--- src/rtl/icache_refill.sv ---
// Direct-mapped instruction cache with a word-by-word line refill engine.
// Hits are answered combinationally; a miss fetches the whole line from memory before answering.
module icache_refill #(
  parameter int INDEX_BIT  = 2,
  parameter int OFFSET_BIT = 2
) (
  input  logic        clk_in,
  input  logic        rst_in,
  input  logic        rdy_in,
  input  logic        flush,
  input  logic        fetch_valid,
  input  logic [31:0] fetch_addr,
  output logic        fetch_done,
  output logic [31:0] fetch_inst,
  output logic        mem_req,
  output logic [31:0] mem_addr,
  input  logic        mem_ack,
  input  logic [31:0] mem_data
);

  localparam int LINES   = 1 << INDEX_BIT;
  localparam int WORDS   = 1 << OFFSET_BIT;
  localparam int TAG_BIT = 32 - INDEX_BIT - OFFSET_BIT - 2;
  localparam int CNT_W   = (OFFSET_BIT > 0) ? OFFSET_BIT : 1;

  typedef enum logic {IDLE, REFILL} state_t;

  state_t               state;
  logic [CNT_W-1:0]     cnt;
  logic [LINES-1:0]     valid;
  logic [TAG_BIT-1:0]   refill_tag;
  logic [INDEX_BIT-1:0] refill_idx;

  logic [TAG_BIT-1:0]   tags [LINES];
  logic [31:0]          data [LINES][WORDS];

  logic [TAG_BIT-1:0]   f_tag;
  logic [INDEX_BIT-1:0] f_idx;
  logic [CNT_W-1:0]     f_off;
  logic                 hit;
  logic                 last;
  logic                 ack_word;

  assign f_tag = fetch_addr[31 -: TAG_BIT];
  assign f_idx = INDEX_BIT'(fetch_addr >> (OFFSET_BIT + 2));
  assign f_off = (OFFSET_BIT == 0) ? '0 : CNT_W'(fetch_addr >> 2);

  assign hit      = valid[f_idx] && (tags[f_idx] == f_tag);
  assign last     = (cnt == CNT_W'(WORDS - 1));
  assign ack_word = rdy_in && !flush && (state == REFILL) && mem_ack;

  assign fetch_done = (state == IDLE) && fetch_valid && hit && !flush;
  assign fetch_inst = data[f_idx][f_off];
  assign mem_req    = (state == REFILL);
  assign mem_addr   = mem_req ? ((32'({refill_tag, refill_idx}) << (OFFSET_BIT + 2)) | (32'(cnt) << 2))
                              : '0;

  // Control path: the only state that needs a defined value out of reset.
  always_ff @(posedge clk_in or negedge rst_in) begin
    if (!rst_in) begin
      state      <= IDLE;
      cnt        <= '0;
      valid      <= '0;
      refill_tag <= '0;
      refill_idx <= '0;
    end else if (rdy_in) begin
      if (flush) begin
        valid <= '0;
        state <= IDLE;
        cnt   <= '0;
      end else begin
        case (state)
          IDLE: begin
            if (fetch_valid && !hit) begin
              refill_tag   <= f_tag;
              refill_idx   <= f_idx;
              cnt          <= '0;
              // A line being overwritten must never hit while only partly filled.
              valid[f_idx] <= 1'b0;
              state        <= REFILL;
            end
          end
          REFILL: begin
            if (mem_ack) begin
              if (last) begin
                valid[refill_idx] <= 1'b1;
                cnt               <= '0;
                state             <= IDLE;
              end else begin
                cnt <= cnt + 1'b1;
              end
            end
          end
          default: state <= IDLE;
        endcase
      end
    end
  end

  // Storage arrays carry no reset; validity alone decides whether contents are used.
  always_ff @(posedge clk_in) begin
    if (ack_word) begin
      data[refill_idx][cnt] <= mem_data;
      if (last) tags[refill_idx] <= refill_tag;
    end
  end

endmodule
--- config.mk ---
export PLATFORM = sky130hd
export DESIGN_NAME = icache_refill
export DESIGN_NICKNAME = d
export VERILOG_FILES = /design/src/rtl/icache_refill.sv
export SDC_FILE = /design/constraint.sdc
export NUM_CORES = 1
export LEC_CHECK = 0
export CORE_MARGIN = 5
export CORE_UTILIZATION = 26
export CTS_CLUSTER_DIAMETER = 200
export DETAILED_ROUTE_END_ITERATION = 10
export PLACE_DENSITY_LB_ADDON = 0.05
export SLEW_MARGIN = 25
export SYNTH_ARGS = -nofsm -noshare
export SYNTH_HDL_FRONTEND = slang
export SYNTH_SLANG_ARGS = --single-unit
--- constraint.sdc ---
create_clock -name clk_in -period 14.1 [get_ports clk_in]
set_clock_uncertainty 0.15 [all_clocks]
set_input_delay 3.525 -clock clk_in [delete_from_list [all_inputs] [get_ports clk_in]]
set_output_delay 3.525 -clock clk_in [all_outputs]
set_load 0.05 [all_outputs]
======== Word-level counts from Yosys, hierarchy flattened ========
Memories as Yosys holds them, arrays and structs flattened.
Cells that the tools add are included.
cells by class
  $add $sub $neg .......................... 1
  multipliers ............................. 0
  divide/modulo/power cells ............... 0
  order comparisons ....................... 7
  equality and inequality tests ........... 5
  shift operators ......................... 0
  mux-type cells .......................... 32
  bitwise gates (word level) .............. 8
  reduce and logical (&&, ||, !) cells .... 16
operator list
  cell                                                                                 count
  128-bit two-way mux                                                                  1
  32-bit two-way mux                                                                   4
  32-bit binary-select mux with 2-bit select                                           1
  32-bit demux with 2-bit select                                                       1
  32-bit by 4-bit OR with 32-bit output                                                1
  26-bit equality test                                                                 1
  4-bit two-way mux                                                                    4
  1-bit logical AND                                                                    11
  1-bit two-way mux                                                                    11
  2-bit two-way mux                                                                    4
  4-bit case mux with 2 select lines                                                   1
  4-bit AND reduction                                                                  2
  3-bit greater-or-equal comparator, second input constant                             2
  2-bit by 3-bit less-than comparator with 1-bit output, second input constant         2
  3-bit by 2-bit != test with 1-bit output, second input constant                      2
  2-bit NOT with 3-bit output                                                          2
  4-bit AND                                                                            1
  1-bit demux with 2-bit select                                                        2
  2-bit by 1-bit greater-or-equal comparator with 1-bit output, second input constant  2
  4-bit NOT                                                                            1
  4-bit OR                                                                             1
  2-bit case mux with 2 select lines                                                   1
  3-bit by 1-bit less-than comparator with 1-bit output, second input constant         1
  3-bit != test, second input constant                                                 1
  7 further kinds                                                                      9
word-level totals
  flip-flop bits (word level) ............. 35
  bits in latches ......................... 0
  bits in writable memories ............... 616
  ROM bits ................................ 0
  bits of input ports ..................... 70
  output and inout bits ................... 66
  word-level logic and storage cells ...... 76
  memories ................................ 2
memory list
  name  words  width  rd ports  clocked after Yosys merged registers in  wr ports  RTL line  source
  data  4      128    1         0                                        1         35        logic [31:0] data [LINES][WORDS];
  tags  4      26     1         0                                        1         34        logic [TAG_BIT-1:0] tags [LINES];

======== Depth between registers and ports, before layout ========
  depth in word-level cells ............... 9
  gate-level depth with buffers ........... 12
  gate-level depth less buffers ........... 7

======== Worst setup path after synthesis ========
Ideal clock, no wire load.
  kind .................................... input port to output port
  start ................................... in fetch_addr[5]
  end ..................................... out fetch_done
  data arrival time ....................... 6.067 ns
  data required time ...................... 10.425 ns
  setup slack ............................. 4.358 ns
  cell stages on the path ................. 9
  path buffers ............................ 3
  cells stage by stage .................... buf_2 buf_4 buf_2 mux4_2 xnor2_1 nand4_1 nor4_1 nand4_1 nor3_1
on the way
  word-level cells in the longest chain between the ends .. 5
  elaborated cells between the ends (all ways) .. 7
  classes of those cells .................. eq/ne: 1; mux: 2; reduce/logical: 3; memory: 1
RTL lines
  item                                                                                 RTL line  source
  from (decl)                                                                          12        input logic [31:0] fetch_addr,
  memory read 4 x 26 bit or 1-bit binary-select mux with 2-bit select (tied branches)  n/a
  26-bit equality test or 1-bit two-way mux (tied branches)                            48        assign hit = valid[f_idx] && (tags[f_idx] == f_tag);
  1-bit logical AND *                                                                  48
  1-bit logical AND * (2 in a row)                                                     52        assign fetch_done = (state == IDLE) && fetch_valid && hit && !flush;
  to (decl)                                                                            13        output logic fetch_done,
Every way passes the cells marked *; elsewhere a longest branch is shown, timed or not. The select of a mux whose other input is x is not followed.

======== Worst setup path in the final report ========
Same ends and word-level chain as after synthesis.

==> summary.md <==
| Metric | Value |
|---|---|
| I/O Buffers | `131` |
| FILL cells | `9226` |
| Syn Area/Cell | `23.2 um2` |
| Unrepaired setup endpoints after global routing | `no` |
| Pre-CTS setup slack | `3.08 ns` |
| CP max stage cell | `clkdlybuf4s50_1` |
| Met1 Use GR | `0.176` |
| Final WL | `67600 um` |
| Total iterations of the first detailed-routing run | `4` |
| EDFF count, synth | `616` |
| Pin count of the biggest net entering global routing | `132` |
| Mapped Cells | `1086` |
| I/O pin count | `136` |
| CTS tree | `built` |
| Final core occ | `0.319` |
| Sum of negative setup slack | `0 ns` |
| Iteration-0 DRC Markers | `776` |
| Top cell by count, worst path | `nand4_1` |
| Worst-margin pin slew | `0.995 ns` |
| Crit start category | `input pin` |
| Post-synthesis cell type count | `44` |
| GRT overflow | `0` |
| Nets@finish | `1343` |
| Clock root cell | `clkbuf_16` |
| Row count | `114` |
| Worst-path cell chain | `clkbuf_8 -> buf_12 -> mux4_2 -> xnor2_1 -> nand4_1 -> nor4_1 -> nand4_1 -> nor3_1 -> clkdlybuf4s50_1` |
| Reg2Reg Setup Slack | `10.48 ns` |
| Share of cells above drive strength 1 | `0.272` |
| Final HPWL DP | `33800 um` |
| Crit path required time | `10.43 ns` |
| Setup violations, final | `0` |
| Postcts setup bufs | `0` |
| Initial core utilization | `0.261` |
| Core ar. | `96600 um2` |
| Clock H-tree levels | `3` |
| DR WL/cell | `26.0 um` |
| Skew-Pair Late Insertion Delay | `0.62 ns` |
| Seq cells post-synth | `651` |
| Routability cong. | `0.694` |
| Netlist Area Pre-Place | `25200 um2` |
| Data arrival time of the critical path | `7.15 ns` |
| Yosys warns | `0` |
| Register area share after synthesis | `0.768` |
| GRT Total Usage | `0.131` |
| Die Width | `322 um` |
| Critical path capture point type | `output pin` |
| Initial antenna violation count | `4` |
| Grt met2 use | `0.217` |
| Max transition margin | `0.336` |
| Critical path's largest stage delay | `0.87 ns` |
| DRC viols | `0` |
| TritonCTS sink count | `651` |
| Leakage | `9.66 nW` |
| GRT busiest layer | `met2` |
| Tmin final | `10.83 ns` |
| Status | `finished clean` |
| Area Growth Syn to Fin | `22.1%` |
| Clock Path Buffers | `3` |
| Global-route wire length before repair | `96900 um` |
| Die area | `103000 um2` |
| Vias in the first global route | `13000` |
| Chip Height | `322 um` |
| Worst Path Max Fanout | `131` |
| Async S/R FF share, synth | `0.0538` |
| Most frequent cells in the layout | `616 x edfxtp_1, 174 x mux4_2, 126 x clkdlybuf4s50_1, 81 x clkbuf_16, 35 x dfrtp_1` |
| FMAX | `92.4 MHz` |
| Most used DFF post-synth | `edfxtp_1` |
| ANT cells | `0` |
| Final Hold Fails | `0` |
| TritonCTS Buffers | `78` |
| Final Power | `4.61 mW` |
| Antenna-violating nets left | `0` |
| Path type of the worst setup path | `in2out` |
| Pwr per Cell Area | `150 nW/um2` |
| Clock-pin slew on the worst setup and hold paths | `0.05 ns` |
| Max-cap violations | `0` |
| Period Utilization, post-route | `0.768` |
| Worst hold path type | `reg2reg` |
| Most common cell after layout, fill and taps aside | `edfxtp_1` |
| IR drop worst, VDD | `0.0680 mV` |
| Worst setup margin | `3.27 ns` |
| DR vias | `11500` |
| Max Slew Vio Count | `0` |
| Met3 Usage GRT | `0.0264` |
| Post-CTS sizing | `0` |
| Cts-stage hold buffer count | `0` |
| Via-per-instance ratio | `4.43` |
-- final timing paths --
kind | start | end | cells after the start
max in group asynchronous | rst_in | refill_tag[4] | 2
max reg2reg | mem_req | valid[3] | 8
max | fetch_addr[5] | fetch_done | 9
min reg2reg | valid[1] | valid[1] | 1
min | valid[1] | valid[1] | 1
min in group asynchronous | rst_in | refill_tag[6] | 2
-- logic make-up after synthesis --
| logic type | after synthesis | share of synthesized area |
|---|---|---|
| flip-flops | 651 | 0.768 |
| XOR/XNOR | 30 | 0.0104 |
| AND/OR/NAND/NOR | 96 | 0.0210 |
| other | 1 | 0.000149 |
| multiplexers | 223 | 0.181 |
| AO/OA/AOI/OAI | 22 | 0.00600 |
| buffers and inverters | 59 | 0.0119 |
| adder cells (fa/ha/maj) | 4 | 0.00198 |
-- sequential cells by signal, summed over array words and instances, names as in the netlist --
signal,flops
cnt,2
data,512
mem_req,1
refill_idx,2
refill_tag,26
tags,104
valid,4
-- Yosys cell counts (6+ instances only) --
| library cell | instances | area share |
|---|---|---|
| and2_1 | 32 | 0.0079 |
| buf_1 | 7 | 0.0010 |
| buf_2 | 10 | 0.0020 |
| buf_4 | 6 | 0.0018 |
| clkbuf_1 | 28 | 0.0042 |
| dfrtp_1 | 35 | 0.035 |
| edfxtp_1 | 616 | 0.73 |
| mux2_2 | 19 | 0.0085 |
| mux2_4 | 9 | 0.0054 |
| mux2i_1 | 16 | 0.0063 |
| mux4_2 | 174 | 0.16 |
| nand2_1 | 11 | 0.0016 |
| nand4_1 | 7 | 0.0017 |
| nor2_1 | 19 | 0.0028 |
| nor3_1 | 10 | 0.0020 |
| o21ai_0 | 6 | 0.0012 |
| xnor2_1 | 30 | 0.010 |
-- final cells by class --
| type | count | area (um2) | area share |
|---|---|---|---|
| sequential | 651 | 19400 | 0.629 |
| multi-input combinational | 377 | 5670 | 0.184 |
| clock buffer | 103 | 2160 | 0.0701 |
| tap | 1276 | 1600 | 0.0518 |
| timing repair buffer | 157 | 1540 | 0.0501 |
| clock inverter | 37 | 449 | 0.0146 |
| inverter | 4 | 15.0 | 0.000487 |
-- routing by layer --
layer	routed length, um	share of wire	vias up
met5	61	0.00090	-
met4	1250	0.018	8
met3	2990	0.044	93
li1	-	-	4961
met2	33300	0.49	231
met1	30000	0.44	6253
-- report_power, final --
part | leakage (nW) | switching, mW | internal (mW)
sequential | 5.97 | 0.0387 | 2.17
clock | 1.28 | 0.786 | 1.26
combinational | 2.42 | 0.212 | 0.144
-- worst max-delay path: cells and delay by family --
kind | cells | cell delay, ns
buffers and inverters | 3 | 1.90
and+or+nand+nor | 4 | 0.93
muxes | 1 | 0.43
xor gates and xnor gates | 1 | 0.30
-- through the flow --
step | hold WS (ns) | area, um2 | std cells
2_1_floorplan | 0.331 | 25200 | 1087
6_report | 0.361 | 30800 | 2605
3_3_place_gp | 0.350 | 28200 | 2464
4_1_cts | 0.360 | 30800 | 2605
5_1_grt | 0.372 | 30800 | 2605
3_5_place_dp | 0.348 | 28200 | 2465
No activity file was read; power rests on OpenSTA's default activity.
